--- src/rtl/sync_counter_pkg.sv ---
// sync_counter_pkg: shared constants and Gray-code helpers for fifo_sync_counter
// Contents:
//   DEFAULT_DATA_WIDTH - default counter width (4)
//   bin2gray/gray2bin  - 32-bit conversions; callers truncate to their own width
//   all_ones           - terminal (all-ones) value for a given width, 32-bit
package sync_counter_pkg;
    localparam int DEFAULT_DATA_WIDTH = 4;

    function automatic logic [31:0] bin2gray(input logic [31:0] b);
        return b ^ (b >> 1);
    endfunction

    function automatic logic [31:0] gray2bin(input logic [31:0] g);
        logic [31:0] b;
        b[31] = g[31];
        for (int i = 30; i >= 0; i--) b[i] = b[i+1] ^ g[i];
        return b;
    endfunction

    function automatic logic [31:0] all_ones(input int w);
        return (w >= 32) ? '1 : ((32'(1) << w) - 32'(1));
    endfunction
endpackage

--- src/rtl/gray_encode_reg.sv ---
// gray_encode_reg: registered binary-to-Gray conversion of a counter's next value
// Ports:
//   i_clk      - rising-edge clock
//   i_rst      - asynchronous active-low reset, clears o_gray
//   i_bin_next - binary value the counter will hold after this edge
//   o_gray     - registered Gray code, aligned with the counter's binary register
module gray_encode_reg
    import sync_counter_pkg::*;
#(
    parameter int DATA_WIDTH = DEFAULT_DATA_WIDTH
) (
    input  logic                  i_clk,
    input  logic                  i_rst,
    input  logic [DATA_WIDTH-1:0] i_bin_next,
    output logic [DATA_WIDTH-1:0] o_gray
);
    logic [31:0] w_gray_full;

    assign w_gray_full = bin2gray(32'(i_bin_next));

    always_ff @(posedge i_clk or negedge i_rst)
        if (!i_rst) o_gray <= '0;
        else        o_gray <= w_gray_full[DATA_WIDTH-1:0];
endmodule

--- src/rtl/fifo_sync_counter.sv ---
// fifo_sync_counter: enable-gated wrap-around up-counter for FIFO pointers
// Ports:
//   i_clk      - rising-edge clock
//   i_rst      - asynchronous active-low reset (0 = reset)
//   i_enable   - count enable, sampled on the rising edge
//   o_data_out - registered binary count
//   o_wrap     - registered one-cycle pulse after an all-ones -> 0 wrap
//   o_gray_out - registered Gray copy of the count, only with SYNC_COUNTER_GRAY_OUT_EN
module fifo_sync_counter
    import sync_counter_pkg::*;
#(
    parameter int DATA_WIDTH = DEFAULT_DATA_WIDTH
) (
    input  logic                  i_clk,
    input  logic                  i_rst,
    input  logic                  i_enable,
    output logic [DATA_WIDTH-1:0] o_data_out,
`ifdef SYNC_COUNTER_GRAY_OUT_EN
    output logic [DATA_WIDTH-1:0] o_gray_out,
`endif
    output logic                  o_wrap
);
    logic [DATA_WIDTH-1:0] r_count;
    logic                  r_wrap;
    logic [DATA_WIDTH-1:0] w_next;
    logic                  w_wrap;

    // wrap is the discarded carry out of the MSB when incrementing from all-ones
    assign w_wrap = i_enable && (r_count == DATA_WIDTH'(all_ones(DATA_WIDTH)));
    assign w_next = i_enable ? r_count + DATA_WIDTH'(1) : r_count;

    always_ff @(posedge i_clk or negedge i_rst)
        if (!i_rst) begin
            r_count <= '0;
            r_wrap  <= 1'b0;
        end else begin
            r_count <= w_next;
            r_wrap  <= w_wrap;
        end

    assign o_data_out = r_count;
    assign o_wrap     = r_wrap;

`ifdef SYNC_COUNTER_GRAY_OUT_EN
    // encoding the next value keeps the Gray register on the same edge as r_count
    gray_encode_reg #(.DATA_WIDTH(DATA_WIDTH)) u_gray (
        .i_clk      (i_clk),
        .i_rst      (i_rst),
        .i_bin_next (w_next),
        .o_gray     (o_gray_out)
    );
`endif

    a_enable_known: assert property (@(posedge i_clk) disable iff (!i_rst) !$isunknown(i_enable))
        else $error("i_enable is X/Z outside reset");
endmodule

--- config.mk ---
export PLATFORM = sky130hd
export DESIGN_NAME = fifo_sync_counter
export DESIGN_NICKNAME = d
export VERILOG_FILES = /design/src/rtl/sync_counter_pkg.sv /design/src/rtl/gray_encode_reg.sv /design/src/rtl/fifo_sync_counter.sv
export SDC_FILE = /design/constraint.sdc
export NUM_CORES = 1
export LEC_CHECK = 0
export CAP_MARGIN = 25
export CORE_AREA = 2 2 39 41
export DETAILED_ROUTE_END_ITERATION = 16
export DIE_AREA = 0 0 41 43
export DONT_BUFFER_PORTS = 1
export GPL_TIMING_DRIVEN = 0
export PLACE_DENSITY = 0.32
export SYNTH_ARGS = -nofsm -noshare
export SYNTH_HDL_FRONTEND = slang
export SYNTH_SLANG_ARGS = --single-unit
--- constraint.sdc ---
create_clock -name i_clk -period 3.1 [get_ports i_clk]
set_clock_uncertainty 0.15 [all_clocks]
set_input_delay 0.93 -clock i_clk [delete_from_list [all_inputs] [get_ports i_clk]]
set_output_delay 0.93 -clock i_clk [all_outputs]
set_load 0.1 [all_outputs]
==> report_table.html, run 1 <==
<table>
<tr><th>Metric</th><th>Value</th></tr>
<tr><th colspan="2">Yosys</th></tr>
<tr><td>Synth cell types</td><td>8</td></tr>
<tr><td>Library cell with the largest summed area after synthesis</td><td>dfrtp_1</td></tr>
<tr><td>Compound-gate portion of the synthesized area</td><td>0</td></tr>
<tr><td>Proportion of register bits with asynchronous set or reset after synthesis</td><td>1.00</td></tr>
<tr><td>Prevailing post-synth register cell</td><td>dfrtp_1</td></tr>
<tr><td>Main area contributors after synthesis</td><td>dfrtp_1 65%, xnor2_1 9.1%, ha_1 6.5%</td></tr>
<tr><td>Combinational family with the most area after synthesis</td><td>XOR/XNOR gates</td></tr>
<tr><td>Post-synth top cells</td><td>5 x dfrtp_1, 2 x nand2_1, 2 x xnor2_1</td></tr>
<tr><td>Adder and majority cell fraction of the synthesized area</td><td>0.0649</td></tr>
<tr><td>Most common cell in the synthesized netlist</td><td>dfrtp_1</td></tr>
<tr><td>Net count after synthesis</td><td>18</td></tr>
<tr><td>Post-synthesis share of cell area spent on xor and xnor gates</td><td>0.136</td></tr>
<tr><td>Mean Syn Cell Area</td><td>around 14 µm²</td></tr>
<tr><td>Number of flops mapped to enable cells by yosys</td><td>0</td></tr>
<tr><td>Top cell type's share of synthesized area</td><td>0.649</td></tr>
<tr><td>Post-Synthesis Cells</td><td>14</td></tr>
<tr><td>Synthesized cell area</td><td>193 µm²</td></tr>
<tr><td>Multiplexer fraction of the synthesized cell area</td><td>0.0584</td></tr>
<tr><td>Proportion of synthesized chip area in sequential cells</td><td>0.649</td></tr>
<tr><td>Flop and latch count out of synthesis</td><td>5</td></tr>
<tr><td>Synthesized-area fraction occupied by and/or/nand/nor cells</td><td>0.0909</td></tr>
<tr><td>Synth warnings</td><td>0</td></tr>
<tr><th colspan="2">Clock tree</th></tr>
<tr><td>Buffer levels on the longest clock path</td><td>2</td></tr>
<tr><td>CTS H-tree lvls</td><td>1</td></tr>
<tr><td>Clock-pin slew reported for the worst setup and hold paths after clock tree synthesis</td><td>roughly 40 ps</td></tr>
<tr><td>Clock Sinks</td><td>5</td></tr>
<tr><td>Clock tree from TritonCTS</td><td>built</td></tr>
<tr><td>Hold-fix buffers at CTS</td><td>0</td></tr>
<tr><td>CTS-repair resized insts</td><td>0</td></tr>
<tr><td>Clock tree root buffer cell</td><td>clkbuf_4</td></tr>
<tr><td>Clk_lat worst skew</td><td>approximately 240 ps</td></tr>
<tr><td>Number of setup buffers added after CTS</td><td>0</td></tr>
<tr><td>Number of buffers created by CTS</td><td>3</td></tr>
<tr><th colspan="2">STA</th></tr>
<tr><td>Number of endpoints with negative hold slack in the final report</td><td>0</td></tr>
<tr><td>Slew at the pin closest to its max-slew limit</td><td>981 ps</td></tr>
<tr><td>Final Max Tran Viols</td><td>0</td></tr>
<tr><td>Period Utilization, post-route</td><td>0.743</td></tr>
<tr><td>Clock period minus final worst setup slack</td><td>roughly 2300 ps</td></tr>
<tr><td>Setup repair after global routing missed its margin</td><td>no</td></tr>
<tr><td>Worst slew slack as a fraction of its limit</td><td>0.346</td></tr>
<tr><td>Maximum clock frequency</td><td>about 0.43 GHz</td></tr>
<tr><td>Number of failing setup endpoints in the final timing report</td><td>0</td></tr>
<tr><td>Setup Total Neg Slack</td><td>0 ps</td></tr>
<tr><th colspan="2">Floorplan</th></tr>
<tr><td>I/O pin count</td><td>8</td></tr>
<tr><td>Die Area</td><td>~1800 µm²</td></tr>
<tr><td>Row cnt</td><td>14</td></tr>
<tr><td>Placeable Area</td><td>~1400 µm²</td></tr>
<tr><td>Width of the chip</td><td>41 µm</td></tr>
<tr><td>Initial Utilization</td><td>0.139</td></tr>
<tr><td>Height of the die</td><td>43 µm</td></tr>
<tr><th colspan="2">Routing</th></tr>
<tr><td>Vias per cell</td><td>roughly 3.4</td></tr>
<tr><td>Number of search-and-repair iterations in the first detailed-routing pass</td><td>2</td></tr>
<tr><td>Number of nets still failing antenna checks after routing</td><td>0</td></tr>
<tr><td>DR iter-0 viols</td><td>4</td></tr>
<tr><td>Number of vias in the routed layout</td><td>around 120</td></tr>
<tr><td>Final wirelength</td><td>about 340 µm</td></tr>
<tr><td>Final routed DRC violation total</td><td>0</td></tr>
<tr><td>DR WL/cell</td><td>9.97 µm</td></tr>
<tr><th colspan="2">Setup path</th></tr>
<tr><td>Max FO, Critical Path</td><td>4</td></tr>
<tr><td>Worst EP arrival</td><td>between 1000 and 1500 ps</td></tr>
<tr><td>Required time at the worst-slack endpoint</td><td>between 2000 and 2500 ps</td></tr>
<tr><td>Crit path capture type</td><td>output port</td></tr>
<tr><td>Kind of launch point of the worst setup path</td><td>register</td></tr>
<tr><td>Path type of the worst setup path</td><td>reg -&gt; out</td></tr>
<tr><th colspan="2">Status</th></tr>
<tr><td>Outcome</td><td>complete, no violations</td></tr>
<tr><th colspan="2">Finish</th></tr>
<tr><td># fillers</td><td>between 150 and 200</td></tr>
<tr><td>Fraction of layout cells with a size suffix above 1</td><td>0.222</td></tr>
<tr><td>Area Overhead vs Synth</td><td>24.0%</td></tr>
<tr><td>Number of nets in the layout</td><td>23</td></tr>
<tr><td>Number of diodes</td><td>0</td></tr>
<tr><th colspan="2">GRT</th></tr>
<tr><td>Maximum number of pins on one net before global-route repair</td><td>6</td></tr>
<tr><td>Residual overflow from global routing</td><td>0</td></tr>
<tr><td>GRT Util Overall</td><td>0.0544</td></tr>
<tr><td>Global-route wire length before repair</td><td>roughly 530 µm</td></tr>
<tr><td>Vias in the first global route</td><td>between 100 and 150</td></tr>
<tr><td>Antenna violations before repair</td><td>0</td></tr>
<tr><th colspan="2">Hold path</th></tr>
<tr><td>Class of the worst hold path</td><td>in -&gt; async</td></tr>
<tr><th colspan="2">Place</th></tr>
<tr><td>Gp weighted congestion</td><td>approximately 0.59</td></tr>
<tr><td>Count of port buffers added during placement</td><td>0</td></tr>
<tr><th colspan="2">Job</th></tr>
<tr><td>Max-capacitance violation count</td><td>0</td></tr>
</table>
## layout make-up
class,count,area [µm²],area share
flip-flops and latches,5,125,0.524
clock buffers,4,26.3,0.110
multi-input cells,9,67.6,0.283
well taps,16,20.0,0.0838
## logic make-up (layout without fill, tap and decap cells)
kind of cell / count (synthesis) / after routing
flip-flops: 5 / 5
AND/OR/NAND/NOR: 4 / 4
XOR/XNOR: 3 / 3
adder cells (fa/ha/maj): 1 / 1
multiplexers: 1 / 1
buffers and inverters: 0 / 4
## path summary, 6_finish.rpt
path	startpoint	to	slack [ps]	depth (start not counted)
setup / recovery	o_data_out[0]$_DFFE_PN0P_	o_data_out[0]	800	0
hold / removal	i_rst	o_wrap$_DFF_PN0_	230	0
setup reg to reg	o_data_out[0]$_DFFE_PN0P_	o_data_out[1]$_DFFE_PN0P_	1230	2
hold reg to reg	o_data_out[3]$_DFFE_PN0P_	o_wrap$_DFF_PN0_	860	2
max in group asynchronous	i_rst	o_data_out[1]$_DFFE_PN0P_	2500	0
min in group i_clk	i_enable	o_data_out[0]$_DFFE_PN0P_	620	1
## through the flow
| stage | util | hold slack, ps | instances | setup WS [ps] | area [µm²] |
|---|---|---|---|---|---|
| 6_report | 0.173 | 234 | 34 | 796 | 239 |
| 5_1_grt | 0.173 | 215 | 34 | 751 | 239 |
| 4_1_cts | 0.173 | 223 | 34 | 780 | 239 |
| 3_5_place_dp | 0.154 | 485 | 30 | 1040 | 213 |
| 3_3_place_gp | 0.154 | 485 | 30 | 1060 | 213 |
| 2_1_floorplan | - | 484 | 14 | 1080 | 193 |
## layer usage
layer  vias to the layer above  GRT usage  part of all wire
met1                        50     0.0521              0.44
met2                        11     0.0406              0.30
met5                         -          0                 0
met3                         2     0.0995              0.24
li1                         53          -                 -
met4                         0     0.0400             0.018
## state kept, by name (all words and copies together), names as in the netlist
signal and count:
o_wrap 1, o_data_out 4
## layout by cell type, fill, tap and decap left out
cell      instances
nor2_1            1
ha_1              1
nand4_1           1
mux2_2            1
dfrtp_1           5
nand2_1           2
clkbuf_4          3
xor2_1            1
clkbuf_1          1
xnor2_1           2
Power of run 1 is left out: the tool's default activity adds up to more than one toggle a clock period on the data nets, which glitch-free logic cannot reach.
==> inputs of run 2 (changes only) <==
- clock period: 3.1 -> 2.31 ns (I/O delays scaled with it)
==> run 2 against run 1 <==
Via count increased by 2.6%. Global-route usage unchanged. Sequential share of layout area decreased by 2.1 points. Sequential cell count unchanged. Core utilization increased by 0.72 points. Count of clock-buffer cells in the layout unchanged. Largest cell class unchanged. Highest routed layer unchanged.
==> report_table.html, run 2 (synthesis gave the netlist of run 1 again) <==
<table>
<tr><th>Metric</th><th>Value</th></tr>
<tr><th colspan="2">STA</th></tr>
<tr><td>Clock period minus final worst setup slack</td><td>just over 2000 ps</td></tr>
<tr><td>Number of failing setup endpoints in the final timing report</td><td>0</td></tr>
<tr><td>Maximum clock frequency</td><td>just under 0.5 GHz</td></tr>
<tr><td>Number of endpoints with negative hold slack in the final report</td><td>0</td></tr>
<tr><td>Worst slew slack as a fraction of its limit</td><td>0.346</td></tr>
<tr><td>Final Max Tran Viols</td><td>0</td></tr>
<tr><td>Setup Total Neg Slack</td><td>0 ps</td></tr>
<tr><td>Setup repair after global routing missed its margin</td><td>no</td></tr>
<tr><td>Period Utilization, post-route</td><td>0.895</td></tr>
<tr><td>Slew at the pin closest to its max-slew limit</td><td>around 980 ps</td></tr>
<tr><th colspan="2">Setup path</th></tr>
<tr><td>Required time at the worst-slack endpoint</td><td>1470 ps</td></tr>
<tr><td>Max FO, Critical Path</td><td>4</td></tr>
<tr><td>Crit path depth</td><td>0</td></tr>
<tr><td>Register-to-register setup slack</td><td>~440 ps</td></tr>
<tr><td>Reg2reg path depth</td><td>2</td></tr>
<tr><td>Kind of launch point of the worst setup path</td><td>register</td></tr>
<tr><td>Endpoint of the most critical register-to-register path</td><td>o_data_out[1]$_DFFE_PN0P_</td></tr>
<tr><td>Launch point of the critical path</td><td>o_data_out[0]$_DFFE_PN0P_</td></tr>
<tr><td>Crit path capture type</td><td>output port</td></tr>
<tr><td>Worst flop-to-flop path startpoint</td><td>o_data_out[0]$_DFFE_PN0P_</td></tr>
<tr><td>Endpoint of the most critical setup path</td><td>o_data_out[0]</td></tr>
<tr><td>Worst EP arrival</td><td>about 1200 ps</td></tr>
<tr><td>Path type of the worst setup path</td><td>reg -&gt; out</td></tr>
<tr><th colspan="2">Routing</th></tr>
<tr><td>Number of vias in the routed layout</td><td>between 100 and 150</td></tr>
<tr><td>Final routed DRC violation total</td><td>0</td></tr>
<tr><td>DR WL/cell</td><td>between 9 and 10 µm</td></tr>
<tr><td>DR iter-0 viols</td><td>4</td></tr>
<tr><td>Final wirelength</td><td>between 300 and 400 µm</td></tr>
<tr><td>Vias per cell</td><td>about 3.4</td></tr>
<tr><td>Number of search-and-repair iterations in the first detailed-routing pass</td><td>2</td></tr>
<tr><td>Number of nets still failing antenna checks after routing</td><td>0</td></tr>
<tr><th colspan="2">Floorplan</th></tr>
<tr><td>Row cnt</td><td>14</td></tr>
<tr><td>I/O pin count</td><td>8</td></tr>
<tr><td>Width of the chip</td><td>about 40 µm</td></tr>
<tr><td>Initial Utilization</td><td>0.139</td></tr>
<tr><td>Placeable Area</td><td>~1400 µm²</td></tr>
<tr><td>Height of the die</td><td>around 43 µm</td></tr>
<tr><td>Die Area</td><td>between 1500 and 2000 µm²</td></tr>
<tr><th colspan="2">Hold path</th></tr>
<tr><td>Class of the worst hold path</td><td>in -&gt; reg</td></tr>
<tr><th colspan="2">Finish</th></tr>
<tr><td>Number of nets in the layout</td><td>24</td></tr>
<tr><td>Fraction of layout cells with a size suffix above 1</td><td>0.211</td></tr>
<tr><td># fillers</td><td>approximately 150</td></tr>
<tr><td>Most common library cell in the layout ignoring fill and taps</td><td>dfrtp_1</td></tr>
<tr><td>Sequential cell area</td><td>~130 µm²</td></tr>
<tr><td>Area Overhead vs Synth</td><td>29.2%</td></tr>
<tr><td>Area occupied by multi-input gates</td><td>between 60 and 70 µm²</td></tr>
<tr><td>Number of diodes</td><td>0</td></tr>
<tr><td>Share of the core filled with cells</td><td>0.180</td></tr>
<tr><td>Leading cell types in the layout, fill and taps excluded</td><td>5 x dfrtp_1, 3 x clkbuf_4, 2 x nand2_1, 2 x xnor2_1</td></tr>
<tr><td>Flip-flop count of the largest register, all copies and words added</td><td>4</td></tr>
<tr><th colspan="2">Clock tree</th></tr>
<tr><td>Buffer levels on the longest clock path</td><td>2</td></tr>
<tr><td>CTS-repair resized insts</td><td>0</td></tr>
<tr><td>Clock tree from TritonCTS</td><td>built</td></tr>
<tr><td>Clock Sinks</td><td>5</td></tr>
<tr><td>Clock tree root buffer cell</td><td>clkbuf_4</td></tr>
<tr><td>Hold-fix buffers at CTS</td><td>1</td></tr>
<tr><td>Number of setup buffers added after CTS</td><td>0</td></tr>
<tr><td>CTS H-tree lvls</td><td>1</td></tr>
<tr><td>Number of buffers created by CTS</td><td>3</td></tr>
<tr><td>Clk_lat worst skew</td><td>roughly 240 ps</td></tr>
<tr><td>Clock-pin slew reported for the worst setup and hold paths after clock tree synthesis</td><td>40 ps</td></tr>
<tr><th colspan="2">GRT</th></tr>
<tr><td>Global-route wire length before repair</td><td>531 µm</td></tr>
<tr><td>Maximum number of pins on one net before global-route repair</td><td>6</td></tr>
<tr><td>Vias in the first global route</td><td>around 130</td></tr>
<tr><td>Residual overflow from global routing</td><td>0</td></tr>
<tr><td>Antenna violations before repair</td><td>0</td></tr>
<tr><td>GRT Util Overall</td><td>0.0544</td></tr>
<tr><th colspan="2">Job</th></tr>
<tr><td>Max-capacitance violation count</td><td>0</td></tr>
<tr><th colspan="2">Place</th></tr>
<tr><td>Count of port buffers added during placement</td><td>0</td></tr>
<tr><td>Gp weighted congestion</td><td>~0.6</td></tr>
<tr><th colspan="2">Status</th></tr>
<tr><td>Outcome</td><td>complete, no violations</td></tr>
</table>
[run 2: cell types whose count changed in the layout (fill, tap and decap cells not counted)]
cell | previous run | this run
dlygate4sd3_1 | 0 | 1
[run 2: final cells by class]
class                      count  area share
sequential                     5       0.503
multi-input combinational      9       0.271
clock buffer                   4       0.106
tap                           16      0.0804
timing repair buffer           1      0.0402
[run 2: stage by stage]
| stage | setup WS [ps] | hold slack [ps] | area, µm² | instances |
|---|---|---|---|---|
| 2_1_floorplan | 481 | 247 | 193 | 14 |
| 3_3_place_gp | 458 | 248 | 213 | 30 |
| 3_5_place_dp | 446 | 248 | 213 | 30 |
| 4_1_cts | 227 | 377 | 249 | 35 |
| 5_1_grt | 198 | 373 | 249 | 35 |
| 6_report | 243 | 385 | 249 | 35 |
[run 2: how the worst min path moves through the flow]
| stage | startpoint | end | depth (start not counted) |
|---|---|---|---|
| after floorplan | i_rst | o_data_out[0]$_DFFE_PN0P_ | 0 |
| after global placement | i_rst | o_wrap$_DFF_PN0_ | 0 |
| after detailed placement | i_rst | o_data_out[2]$_DFFE_PN0P_ | 0 |
| after CTS | i_enable | o_data_out[0]$_DFFE_PN0P_ | 1 |
| after global routing | i_enable | o_data_out[0]$_DFFE_PN0P_ | 1 |
| final | i_enable | o_data_out[0]$_DFFE_PN0P_ | 1 |
[run 2: layer usage]
metal,wire length (µm),track usage,vias to the layer above
met4,6,0.0400,0
met1,161,0.0554,51
met5,0,0,-
li1,-,-,55
met2,102,0.0406,11
met3,71,0.0942,2
Power of run 2 is left out for the same reason.
==> inputs of run 3 (changes only) <==
- CTS_CLUSTER_SIZE: unset -> 30
- GPL_ROUTABILITY_DRIVEN: unset -> 0
- GPL_TIMING_DRIVEN: 0 -> 1
==> run 3 against run 2 <==
Setup slack improved by 260 ps. Core utilization increased by 2.7 points. First-iteration DRC count decreased by 25%. Final area increased by 15%. Critical path type unchanged.
==> report_table.html, run 3 (synthesis gave the netlist of run 1 again) <==
<table>
<tr><th>Metric</th><th>Value</th></tr>
<tr><th colspan="2">Floorplan</th></tr>
<tr><td>I/O pin count</td><td>8</td></tr>
<tr><td>Row cnt</td><td>14</td></tr>
<tr><td>Initial Utilization</td><td>0.139</td></tr>
<tr><td>Placeable Area</td><td>around 1400 µm²</td></tr>
<tr><td>Die Area</td><td>between 1500 and 2000 µm²</td></tr>
<tr><td>Width of the chip</td><td>a little over 40 µm</td></tr>
<tr><td>Height of the die</td><td>43 µm</td></tr>
<tr><th colspan="2">Clock tree</th></tr>
<tr><td>Number of setup buffers added after CTS</td><td>0</td></tr>
<tr><td>Buffer levels on the longest clock path</td><td>2</td></tr>
<tr><td>Clk_lat worst skew</td><td>~240 ps</td></tr>
<tr><td>Hold-fix buffers at CTS</td><td>1</td></tr>
<tr><td>Clock tree root buffer cell</td><td>clkbuf_4</td></tr>
<tr><td>Number of buffers created by CTS</td><td>3</td></tr>
<tr><td>Clock tree from TritonCTS</td><td>built</td></tr>
<tr><td>Clock Sinks</td><td>5</td></tr>
<tr><td>Clock-pin slew reported for the worst setup and hold paths after clock tree synthesis</td><td>roughly 40 ps</td></tr>
<tr><td>CTS H-tree lvls</td><td>1</td></tr>
<tr><td>CTS-repair resized insts</td><td>0</td></tr>
<tr><th colspan="2">GRT</th></tr>
<tr><td>Antenna violations before repair</td><td>0</td></tr>
<tr><td>Global-route wire length before repair</td><td>roughly 660 µm</td></tr>
<tr><td>Met2 track demand over resource in global routing</td><td>0.0594</td></tr>
<tr><td>GRT Util Overall</td><td>0.0646</td></tr>
<tr><td>Maximum number of pins on one net before global-route repair</td><td>6</td></tr>
<tr><td>Vias in the first global route</td><td>~160</td></tr>
<tr><td>Met1 usage in global routing</td><td>0.0721</td></tr>
<tr><td>Global Route met3 Usage</td><td>0.0890</td></tr>
<tr><td>Residual overflow from global routing</td><td>0</td></tr>
<tr><td>Top Usage Layer GRT</td><td>met3</td></tr>
<tr><th colspan="2">Routing</th></tr>
<tr><td>Final routed DRC violation total</td><td>0</td></tr>
<tr><td>Number of search-and-repair iterations in the first detailed-routing pass</td><td>2</td></tr>
<tr><td>Number of vias in the routed layout</td><td>approximately 140</td></tr>
<tr><td>Vias per cell</td><td>3.48</td></tr>
<tr><td>Final wirelength</td><td>about 360 µm</td></tr>
<tr><td>DR WL/cell</td><td>just under 9 µm</td></tr>
<tr><td>DR iter-0 viols</td><td>3</td></tr>
<tr><td>Number of nets still failing antenna checks after routing</td><td>0</td></tr>
<tr><th colspan="2">STA</th></tr>
<tr><td>Maximum clock frequency</td><td>between 0.5 and 0.6 GHz</td></tr>
<tr><td>Slew at the pin closest to its max-slew limit</td><td>313 ps</td></tr>
<tr><td>Worst slew slack as a fraction of its limit</td><td>0.792</td></tr>
<tr><td>Number of failing setup endpoints in the final timing report</td><td>0</td></tr>
<tr><td>Worst setup slack after layout</td><td>approximately 500 ps</td></tr>
<tr><td>Final Max Tran Viols</td><td>0</td></tr>
<tr><td>Clock period minus final worst setup slack</td><td>between 1500 and 2000 ps</td></tr>
<tr><td>Worst hold slack</td><td>355 ps</td></tr>
<tr><td>Number of endpoints with negative hold slack in the final report</td><td>0</td></tr>
<tr><td>Setup Total Neg Slack</td><td>0 ps</td></tr>
<tr><td>Setup repair after global routing missed its margin</td><td>no</td></tr>
<tr><td>Period Utilization, post-route</td><td>0.782</td></tr>
<tr><th colspan="2">Setup path</th></tr>
<tr><td>Kind of launch point of the worst setup path</td><td>register</td></tr>
<tr><td>Max FO, Critical Path</td><td>4</td></tr>
<tr><td>Crit path capture type</td><td>output port</td></tr>
<tr><td>CP Buf/Inv Count</td><td>1</td></tr>
<tr><td>CP peak stage delay</td><td>roughly 400 ps</td></tr>
<tr><td>Category of cells accounting for the largest share of critical-path delay</td><td>flip-flops</td></tr>
<tr><td>Path type of the worst setup path</td><td>reg -&gt; out</td></tr>
<tr><td>Worst EP arrival</td><td>around 960 ps</td></tr>
<tr><td>Slowest-stage cell, CP</td><td>dfrtp_1</td></tr>
<tr><td>Required time at the worst-slack endpoint</td><td>around 1500 ps</td></tr>
<tr><td>CP cell instances</td><td>buf_4</td></tr>
<tr><th colspan="2">Status</th></tr>
<tr><td>Outcome</td><td>complete, no violations</td></tr>
<tr><th colspan="2">Hold path</th></tr>
<tr><td>Class of the worst hold path</td><td>reg -&gt; reg</td></tr>
<tr><th colspan="2">Finish</th></tr>
<tr><td>Number of diodes</td><td>0</td></tr>
<tr><td>Number of nets in the layout</td><td>29</td></tr>
<tr><td>Area Overhead vs Synth</td><td>48.7%</td></tr>
<tr><td>Fraction of layout cells with a size suffix above 1</td><td>0.375</td></tr>
<tr><td># fillers</td><td>153</td></tr>
<tr><td>Flip-flop count of the largest register, all copies and words added</td><td>4</td></tr>
<tr><td>Leading cell types in the layout, fill and taps excluded</td><td>5 x dfrtp_1, 5 x buf_4, 3 x clkbuf_4</td></tr>
<tr><th colspan="2">Job</th></tr>
<tr><td>Max-capacitance violation count</td><td>0</td></tr>
<tr><th colspan="2">Place</th></tr>
<tr><td>Count of port buffers added during placement</td><td>0</td></tr>
<tr><td>Worst Setup Slack post-DPL</td><td>~760 ps</td></tr>
</table>
## run 3: changes by cell type in the layout (fill, tap and decap cells not counted)
cell	delta
buf_4	+5
## run 3: area by class of cell
| class | count | area, µm² | share of cell area |
|---|---|---|---|
| clock buffer | 4 | 26.3 | 0.0917 |
| multi-input combinational | 9 | 67.6 | 0.236 |
| sequential | 5 | 125 | 0.437 |
| tap | 16 | 20.0 | 0.0699 |
| timing repair buffer | 6 | 47.5 | 0.166 |
## run 3: path summary, 6_finish.rpt
kind                                            from                         to  slack (ps)  cells after the start
max                        o_data_out[2]$_DFFE_PN0P_              o_data_out[2]         500                      1
min in group asynchronous                      i_rst           o_wrap$_DFF_PN0_         600                      1
min                        o_data_out[3]$_DFFE_PN0P_  o_data_out[3]$_DFFE_PN0P_         350                      1
max in group asynchronous                      i_rst  o_data_out[0]$_DFFE_PN0P_        1210                      1
min reg2reg                o_data_out[3]$_DFFE_PN0P_  o_data_out[3]$_DFFE_PN0P_         350                      1
max reg2reg                o_data_out[0]$_DFFE_PN0P_  o_data_out[1]$_DFFE_PN0P_         880                      3
## run 3: metal layers
layer / wire length, µm / up-vias
met4: 6 / 0
met3: 80 / 2
li1: - / 67
met2: 109 / 11
met1: 161 / 59
met5: 0 / -
## run 3: per-stage QoR
step            util  instances  area [µm²]
2_1_floorplan      -         14         193
3_3_place_gp   0.181         35         250
3_5_place_dp   0.181         35         250
4_1_cts        0.207         40         287
5_1_grt        0.207         40         287
6_report       0.207         40         287
Power of run 3 is left out for the same reason.
